### config.mk
export PLATFORM = sky130hd
export DESIGN_NAME = conv_encoder_puncturer
export DESIGN_NICKNAME = d
export VERILOG_FILES = /design/src/rtl/conv_encoder_puncturer.sv
export SDC_FILE = /design/constraint.sdc
export NUM_CORES = 1
export LEC_CHECK = 0
export CORE_MARGIN = 5
export CORE_UTILIZATION = 30
export DETAILED_ROUTE_END_ITERATION = 10
export SLEW_MARGIN = 0
export SYNTH_ARGS = -nofsm -noshare
export SYNTH_HDL_FRONTEND = slang
export SYNTH_SLANG_ARGS = --single-unit
### constraint.sdc
create_clock -name Clock -period 2.2 [get_ports Clock]
set_input_delay 0.44 -clock Clock [delete_from_list [all_inputs] [get_ports Clock]]
set_output_delay 0.44 -clock Clock [all_outputs]
set_load 0.005 [all_outputs]
### src/rtl/conv_encoder_puncturer.sv
// rtl/conv_encoder_puncturer.sv - 802.11a K=7 convolutional encoder with rate 1/2, 2/3, 3/4 puncturing
// Accepts one scrambled bit per handshake and serialises the kept coded bits, A before B.
module conv_encoder_puncturer (
   input  logic       Clock,
   input  logic       Reset,
   input  logic       Start,
   input  logic [1:0] Rate,
   input  logic       InValid,
   input  logic       InData,
   output logic       InReady,
   input  logic       OutReady,
   output logic       OutValid,
   output logic       OutData
);

   typedef enum logic [1:0] {READY, EMIT_A, EMIT_B} state_t;

   state_t     state;
   state_t     state_nxt;
   logic [5:0] sr;
   logic [1:0] rate_q;
   logic [1:0] phase;
   logic [1:0] phase_last;
   logic       a_q;
   logic       b_q;
   logic       keepb_q;
   logic       accept;
   logic       enc_a;
   logic       enc_b;
   logic       keep_a;
   logic       keep_b;

   assign accept = (state == READY) && InValid && !Start;
   assign enc_a  = InData ^ sr[1] ^ sr[2] ^ sr[4] ^ sr[5];
   assign enc_b  = InData ^ sr[0] ^ sr[1] ^ sr[2] ^ sr[5];

   // Rate 11 falls through to the rate 1/2 pattern.
   always_comb begin
      keep_a     = 1'b1;
      keep_b     = 1'b1;
      phase_last = 2'd0;
      case (rate_q)
         2'b01: begin
            phase_last = 2'd1;
            keep_b     = (phase != 2'd1);
         end
         2'b10: begin
            phase_last = 2'd2;
            keep_b     = (phase != 2'd1);
            keep_a     = (phase != 2'd2);
         end
         default: ;
      endcase
   end

   always_ff @(posedge Clock or posedge Reset) begin
      if (Reset) begin
         sr      <= 6'd0;
         phase   <= 2'd0;
         rate_q  <= 2'b00;
         a_q     <= 1'b0;
         b_q     <= 1'b0;
         keepb_q <= 1'b0;
      end else if (Start) begin
         sr     <= 6'd0;
         phase  <= 2'd0;
         rate_q <= Rate;
      end else if (accept) begin
         a_q     <= enc_a;
         b_q     <= enc_b;
         keepb_q <= keep_b;
         sr      <= {sr[4:0], InData};
         phase   <= (phase == phase_last) ? 2'd0 : phase + 2'd1;
      end
   end

   always_ff @(posedge Clock or posedge Reset) begin
      if (Reset) state <= READY;
      else       state <= state_nxt;
   end

   always_comb begin
      state_nxt = state;
      if (Start) begin
         state_nxt = READY;
      end else begin
         case (state)
            READY:   if (InValid)  state_nxt = keep_a ? EMIT_A : EMIT_B;
            EMIT_A:  if (OutReady) state_nxt = keepb_q ? EMIT_B : READY;
            EMIT_B:  if (OutReady) state_nxt = READY;
            default: state_nxt = READY;
         endcase
      end
   end

   // Start masks the pending bit so a discarded A/B can never be handed downstream.
   always_comb begin
      InReady  = (state == READY) && !Start;
      OutValid = 1'b0;
      OutData  = 1'b0;
      case (state)
         EMIT_A: begin
            OutValid = !Start;
            OutData  = a_q && !Start;
         end
         EMIT_B: begin
            OutValid = !Start;
            OutData  = b_q && !Start;
         end
         default: ;
      endcase
   end

endmodule

# Word-level counts from Yosys, hierarchy flattened
# Cells that the tools add are included.
[totals]
reg_bits = 15
out_inout_bits = 3
word_cells = 56
[classes]
addsub = 1
eq_ne = 10
n_mux = 17
bitwise_logic = 9
n_reduce_logical = 12
[op_table]
columns = ["op", "n"]
rows = [
  ["2-bit two-way mux", 9],
  ["6-bit two-way mux", 2],
  ["3-bit inequality test (second input constant)", 3],
  ["1-bit bitwise XOR", 8],
  ["2-bit one-hot mux with 3 select lines", 1],
  ["1-bit logical AND", 5],
  ["2-bit by 1-bit equality test with 1-bit output (second input constant)", 2],
  ["2-bit equality test (second input constant)", 2],
  ["2-bit one-hot mux with 2 select lines", 1],
  ["2-bit OR reduction", 2],
  ["1-bit two-way mux", 3],
  ["3-bit AND reduction", 1],
  ["2-bit by 1-bit adder with 2-bit output (second input constant)", 1],
  ["2-bit equality test", 1],
  ["2-bit zero test", 1],
  ["2-bit by 1-bit inequality test with 1-bit output (second input constant)", 1],
  ["2-bit inequality test (second input constant)", 1],
  ["1-bit one-hot mux with 2 select lines", 1],
  ["2-bit AND reduction", 1],
  ["2-bit nonzero test", 1],
  ["1-bit zero test", 1],
  ["1-bit inverter", 1],
]

# Logic depth before layout (Yosys ltp)
# Gate-level depths: netlist of run 1.
[depth]
word_depth = 6
depth_mapped = 6
mapped_depth_nobuf = 5

# Worst setup path before layout of run 1
# No wires, ideal clock.
[synth_timing]
path_kind = "register to output"
from = "register state[0]"
to = "output port OutData"
arrival_ps = 984
path_slack_ps = 776
path_stages_with_launch = 5
path_cell_list = "dfrtp_1 > inv_1 > ha_1 > nor2b_1 > nor2b_1"
[synth_between]
elab_chain_cells = 2
[synth_lines]
columns = ["item", "line_no", "source"]
rows = [
  ["from (decl)", "18", "state_t state;"],
  ["from (signal assigned)", "79", "else state <= state_nxt;"],
  ["2-bit equality test / 2-bit by 1-bit equality test with 1-bit output (equally long branches)", "101", "case (state)"],
  ["1-bit one-hot mux with 2 select lines *", "101", ""],
  ["to (decl)", "13", "output logic OutData"],
]
# Every way passes the cells marked *; elsewhere a longest branch is shown, timed or not.

# Worst setup path after layout of run 1
[layout_timing]
from = "register state[0]"
to = "output port InReady"
[layout_between]
elab_chain_cells = 2
[layout_lines]
columns = ["item", "line_no", "source"]
rows = [
  ["2-bit zero test", "98", "InReady = (state == READY) && !Start;"],
  ["1-bit logical AND", "98", ""],
  ["to (decl)", "10", "output logic InReady,"],
]
# No other way between the ends.

==> results of run 1 <==
[power groups by stage]
stage               logic, mW  clock network [mW]  registers, mW
floorplan               0.105                   0          0.322
global placement        0.150                   0          0.326
detailed placement      0.152                   0          0.327
CTS                     0.159               0.168          0.320
global route            0.177               0.178          0.324
finish                  0.158               0.160          0.320
[stage by stage]
step | setup slack, ns | util (%) | area, µm² | total power [mW]
detailed placement | 0.0529 | 36.5 | 1010 | 0.480
finish | 0.0969 | 38.2 | 1050 | 0.638
CTS | 0.0184 | 38.1 | 1050 | 0.647
global route | 0.000751 | 38.2 | 1050 | 0.679
global placement | 0.0553 | 36.5 | 1010 | 0.477
floorplan | 0.776 | - | 865 | 0.427
[cells by family (layout without fill, tap and decap cells)]
| kind of cell | count (synthesis) | count (layout) | share of synthesized area [%] |
|---|---|---|---|
| and+or+nand+nor | 29 | 29 | 15.5 |
| AOI/OAI and AO/OA | 23 | 23 | 15.3 |
| DFF | 15 | 15 | 43.4 |
| buffers and inverters | 9 | 25 | 4.34 |
| adders and majority gates | 7 | 7 | 10.1 |
| xor gates and xnor gates | 6 | 6 | 10.1 |
| muxes | 1 | 1 | 1.16 |
[cells in the final DEF (no fill, tap or decap), types with 2 or more instances in the layout]
cell type and n:
nand2_1 19, dfrtp_1 15, a21oi_1 9, clkdlybuf4s50_1 9, o21ai_0 7, inv_1 7, ha_1 6, nor2b_1 4
buf_4 4, clkbuf_4 3, xnor2_1 2, xnor3_1 2, o21ai_1 2
[routing by layer]
layer / wire length (µm) / up-vias
met5: 0 / -
met1: 776 / 323
met3: 70 / 5
met4: 46 / 0
met2: 695 / 17
li1: - / 334
[layout make-up]
cell class,instances,area [µm²]
timing repair buffer,14,129
multi-input combinational,66,457
sequential,15,375
inverter,7,26.3
fill,288,1710
tap,31,38.8
clock buffer,4,26.3
[final timing paths]
| kind | end | slack (ns) | cells after the start |
|---|---|---|---|
| max reg2reg | state[1] | 0.64 | 5 |
| min in group asynchronous | rate_q[1] | 0.50 | 2 |
| max | InReady | 0.1 | 4 |
| max in group asynchronous | phase[1] | 1.33 | 2 |
| min reg2reg | b_q | 0.49 | 2 |
| min | b_q | 0.49 | 2 |
[synth_stat cells (2+ instances only)]
library cell,instances
xnor2_1,2
dfrtp_1,15
o21ai_1,2
nand2_1,19
inv_1,7
o21ai_0,7
ha_1,7
nor2b_1,5
xnor3_1,2
a21oi_1,9
[state kept, by name (all words and copies together), names as in the netlist]
name	flops
rate_q	2
a_q	1
state	2
sr	6
phase	2
keepb_q	1
b_q	1
[worst register-to-register path, cell delays in order, from the launching register on]
cell	delay, ns
dfrtp_1	0.39
buf_4	0.14
ha_1	0.21
o21ba_2	0.24
or3_1	0.37
a21oi_1	0.14
[timing repair]
action / in CTS / in global routing
setup buffers: 2 / 0
cloned: 0 / 0
hold endpoints to repair: 0 / 0
endpoints found under the setup margin: 2 / 1
gates resized for setup: 2 / 1
==> summary.md, run 1 <==
| Metric | Value |
|---|---|
| Via count | `679` |
| Initial Utilization | `31.4%` |
| Final Skew | `0.000556 ns` |
| Area growth, synth to finish | `21.7%` |
| Area leader, netlist | `dfrtp_1` |
| CTS tree | `built` |
| Max-Cap Viols | `0` |
| Final Hold Vio Count | `0` |
| Mapped Cells | `90` |
| Worst-path clk slew | `0.09 ns` |
| Slowest CP cell | `clkdlybuf4s50_1` |
| Layout cell share with drive strength beyond 1 | `10.4%` |
| Final WL | `1.59 mm` |
| Top-area cell type share of the netlist area | `43.4%` |
| YS warnings | `0` |
| Port Buffer Count | `10` |
| # IOs | `11` |
| Sequential element share of the synthesized area | `43.4%` |
| Drt wl/cell | `11.6 µm` |
| Final net count | `122` |
| Drt first pass iters | `4` |
| Synth Flop Type | `dfrtp_1` |
| Synth unique cells | `25` |
| #FFs+latches synth | `15` |
| Maximum vdd drop | `0.257 mV` |
| FMAX | `0.475 GHz` |
| Synthesized area | `865 µm²` |
| Worst path bufs/invs | `2` |
| Area contributors post-synth | `dfrtp_1 43%, ha_1 10%, nand2_1 8.2%, a21oi_1 5.2%, xnor3_1 5.2%` |
| GR Util met2 | `12.6%` |
| Dpl hpwl | `1.19 mm` |
| Area of the core | `2760 µm²` |
| Critical path launch point type | `flop` |
| CP Data Arrival Time | `1.66 ns` |
| Final std cells w/o fill | `137` |
| Start point of the worst hold path | `b_q` |
| DRT iter0 DRCs | `12` |
| HP Class | `reg -> reg` |
| Routed Antenna Nets | `0` |
| Hold Slack | `0.491 ns` |
| Die X | `63.7 µm` |
| Grt total ovfl | `0` |
| RSZ-0062 raised after global routing | `false` |
| Global-route wire length before repair | `2.72 mm` |
| Initial antenna violation count | `0` |
| Worst Max-Slew Pin Slew | `0.568 ns` |
| Critical Path Fanout Max | `8` |
| Pwr/cell area | `606 nW/µm²` |
| Clk network pwr share | `25.1%` |
| Reg power frac | `50.2%` |
| Final setup viols | `0` |
| Crit path from | `state[0]` |
| Worst setup EP type | `output port` |
| CTS Hold Buffers Added | `0` |
| Lkg Pwr | `0.469 nW` |
| FP Rows | `19` |
| Root buffer cell | `clkbuf_4` |
| Top Usage Layer GRT | `met2` |
| Slew headroom | `62.1%` |
| Gr usage total | `8.60%` |
| H-tree levels | `1` |
| Data required time of the critical path | `1.76 ns` |
| Largest net degree at the start of global routing | `16` |
| NetSw | `185 µW` |
| Max Root-Sink Buffers | `2` |
| DRC | `0` |
| Slew Limit Fails | `0` |
| Final period util | `95.6%` |
| Sink Count | `15` |
| Worst-path cell chain | `inv_1 -> ha_2 -> nor2b_1 -> clkdlybuf4s50_1` |
| Max incr delay on CP | `0.50 ns` |
| Vias in the first global route | `626` |
| Combinational Power Share | `24.8%` |
| Avg Inst Size Synth | `9.61 µm²` |
| M1 GR Usage | `11.4%` |
| CP top delay family | `buffers and inverters` |
| Die H | `63.7 µm` |
| Placed cell count | `131` |
| Inserted Diodes | `0` |
| DIE AREA | `4060 µm²` |
| Final TNS setup | `0 ns` |
| CTS Buf Count | `3` |
| Cell-internal power | `453 µW` |
| R2R Path Start | `state[0]` |
| DR vias/cell | `4.96` |
| Final Wtd Congestion | `0.732` |
| Sw Share | `29.0%` |
| EDFF count, synth | `0` |
| Tmin final | `2.10 ns` |
| Outcome | `completed` |
| GR Layer Usage met3 | `1.78%` |
| Fraction of registers with async set/reset | `100%` |
| WS Path Type | `reg -> out` |
| Syn Nets | `105` |
| Clk Latency, worst-skew pair | `0.28 ns` |
Power figures use the tool's default switching activity.
==> run 2: changes to the inputs <==
--- a/config.mk
+++ b/config.mk
@@ -5,6 +5,7 @@
 export SDC_FILE = /design/constraint.sdc
 export NUM_CORES = 1
 export LEC_CHECK = 0
+export CAP_MARGIN = 20
 export CORE_MARGIN = 5
 export CORE_UTILIZATION = 30
 export DETAILED_ROUTE_END_ITERATION = 10
==> results of run 2 <==
Same layout as run 1: the final DEF is identical, and so are final timing and power.
==> run 3: changes to the inputs <==
--- a/config.mk
+++ b/config.mk
@@ -9,6 +9,7 @@
 export CORE_MARGIN = 5
 export CORE_UTILIZATION = 30
 export DETAILED_ROUTE_END_ITERATION = 10
+export PLACE_DENSITY = 0.46
 export SLEW_MARGIN = 0
 export SYNTH_ARGS = -nofsm -noshare
 export SYNTH_HDL_FRONTEND = slang
==> constraint.sdc (replaced) <==
create_clock -name Clock -period 2.2 [get_ports Clock]
set_input_delay 0.33 -clock Clock [delete_from_list [all_inputs] [get_ports Clock]]
set_output_delay 0.33 -clock Clock [all_outputs]
set_load 0.005 [all_outputs]
==> run 3 against run 2 <==
  * Clock power increased by 4%
  * Global-route usage increased by 1.6 points
  * Clock-buffer cell count decreased by 1
  * First-iteration DRC count increased by 83%
  * Sequential power about the same
  * Critical endpoint unchanged
  * Worst hold slack got worse by 0.095 ns
  * Register-to-register slack improved by 0.05 ns
  * Design area decreased by 0.95%
  * Highest routed layer unchanged
  * Critical path depth unchanged
  * Worst setup slack improved by 0.088 ns
  * Non-clock buffer count decreased by 3
==> summary.md, run 3 (same netlist as run 1, synthesis figures left out) <==
| Metric | Value |
|---|---|
| Commonest cells after routing, fill and taps aside | `19 x nand2_1, 15 x dfrtp_1, 9 x a21oi_1, 9 x clkdlybuf4s50_1` |
| Slew Limit Fails | `0 (unchanged)` |
| Outcome | `completed` |
| Final Skew | `0.00818 ns (+0.00762 ns)` |
| Vias in the first global route | `673 (+7.5%)` |
| Sink Count | `15 (unchanged)` |
| Clk Latency, worst-skew pair | `0.29 ns (about the same)` |
| Worst Max-Slew Pin Slew | `0.610 ns (+0.0415 ns)` |
| FP Rows | `19 (unchanged)` |
| Critical Path Fanout Max | `8 (unchanged)` |
| DIE AREA | `4060 µm² (unchanged)` |
| Layout cell share with drive strength beyond 1 | `9.71% (-0.67 points)` |
| Via count | `647 (-4.7%)` |
| Initial Utilization | `31.4% (unchanged)` |
| Data required time of the critical path | `1.87 ns (+0.11 ns)` |
| Most common cell after layout, fill and taps aside | `nand2_1` |
| M1 wire length | `877 µm (+13%)` |
| DRT iter0 DRCs | `22 (+10)` |
| Filler cells | `296 (+2.8%)` |
| Pwr/cell area | `620 nW/µm² (+2.2%)` |
| Worst-path cell chain | `inv_1 -> ha_2 -> nor2b_1 -> clkdlybuf4s50_1` |
| Final net count | `119 (-2.5%)` |
| Max-Cap Viols | `0 (unchanged)` |
| Worst-path clk slew | `0.10 ns (about the same)` |
| Root buffer cell | `clkbuf_4` |
| DRC | `0 (unchanged)` |
| CTS Buf Count | `3 (unchanged)` |
| Critical path launch point type | `flop` |
| Grt total ovfl | `0 (unchanged)` |
| Drt first pass iters | `4 (unchanged)` |
| Max incr delay on CP | `0.51 ns (about the same)` |
| Gr usage total | `10.2% (+1.6 points)` |
| Final WL | `1.76 mm (+11%)` |
| Area growth, synth to finish | `20.6%` |
| H-tree levels | `1 (unchanged)` |
| CTS Hold Buffers Added | `0 (unchanged)` |
| Global-route wire length before repair | `3.22 mm (+19%)` |
| CP Data Arrival Time | `1.68 ns (+0.02 ns)` |
| Slew headroom | `59.3% (-2.8 points)` |
| Final Wtd Congestion | `0.684 (-6.6%)` |
| Maximum vdd drop | `0.250 mV (-2.9%)` |
| FMAX | `0.496 GHz (+4.4%)` |
| Final WS setup | `0.185 ns (+0.0884 ns)` |
| Routed Antenna Nets | `0 (unchanged)` |
| Port Buffer Count | `10 (unchanged)` |
| CP top delay family | `buffers and inverters` |
| Worst setup EP type | `output port` |
| Largest net degree at the start of global routing | `16 (unchanged)` |
| Drt wl/cell | `13.1 µm (+13%)` |
| Dpl hpwl | `1.30 mm (+8.9%)` |
| Met3 WL post-DR | `80 µm (+14%)` |
| Die H | `63.7 µm (unchanged)` |
| Final TNS setup | `0 ns (unchanged)` |
| Max Root-Sink Buffers | `2 (unchanged)` |
| RSZ-0062 raised after global routing | `false` |
| DR top layer | `met4` |
| Largest Register | `sr` |
| # IOs | `11 (unchanged)` |
| Worst slack, placed | `0.211 ns (+0.158 ns)` |
| Metal2 WL | `784 µm (+13%)` |
| CTS tree | `built` |
| Die X | `63.7 µm (unchanged)` |
| Final period util | `91.6% (-4.0 points)` |
| WS Path Type | `reg -> out` |
| Lkg Pwr | `0.471 nW (+0.59%)` |
| Final setup viols | `0 (unchanged)` |
| HP Class | `in -> async` |
| Initial antenna violation count | `0 (unchanged)` |
| Largest register FFs | `6 (unchanged)` |
| Worst path bufs/invs | `2 (unchanged)` |
| DR vias/cell | `4.83 (-2.6%)` |
| Inserted Diodes | `0 (unchanged)` |
| Tmin final | `2.01 ns (-0.0884 ns)` |
| Final Hold Vio Count | `0 (unchanged)` |
| Slowest CP cell | `clkdlybuf4s50_1` |
| Area of the core | `2760 µm² (unchanged)` |
==> run 3: final cells by class <==
class	count	area (µm²)	share of cell area [%]
clock buffers	3	22.5	2.16
multi-input cells	66	464	44.5
clock inverters	1	5.00	0.480
flip-flops and latches	15	375	36.0
inverters	7	26.3	2.52
repair buffers	11	110	10.6
well taps	31	38.8	3.72
==> run 3: where the power goes <==
group | switching, mW | internal, mW
logic | 0.0789 | 0.0785
registers | 0.0202 | 0.302
clock network | 0.0983 | 0.0676
==> run 3: through the flow <==
step	cell area (µm²)	power [mW]	std cells	util [%]	hold slack, ns
after floorplan	865	0.427	90	-	0.231
after global placement	1000	0.479	130	36.3	0.479
after detailed placement	1000	0.482	130	36.3	0.484
after CTS	1030	0.652	134	37.3	0.420
after global routing	1040	0.702	134	37.8	0.468
final	1040	0.646	134	37.8	0.397
==> run 3: worst paths after layout <==
kind                               start  endpoint  slack, ns  cells past startpoint
worst max-delay path            state[0]   InReady       0.19                      4
worst min-delay path               Reset       a_q       0.40                      2
worst max register to register  state[0]  phase[1]       0.69                      5
worst min register to register       a_q       a_q       0.51                      2
max in group asynchronous          Reset  phase[1]       1.40                      2
min in group Clock                   a_q       a_q       0.51                      2
==> run 3: worst register-to-register path: stages (launching register included) <==
cell,delay [ns]
dfrtp_1,0.40
inv_1,0.08
ha_2,0.26
and2_1,0.31
o21ai_0,0.12
a211oi_1,0.24
==> run 3: what timing repair did <==
item	4_1_cts	5_1_grt
gates resized for setup	0	5
setup endpoints to repair	0	2
buffers inserted	0	0
==> run 3: per-layer routing <==
metal  global-route usage [%]  up-vias
met3                     4.09        2
li1                         -      329
met5                        0        -
met1                     14.0      302
met2                     14.0       14
met4                     3.90        0
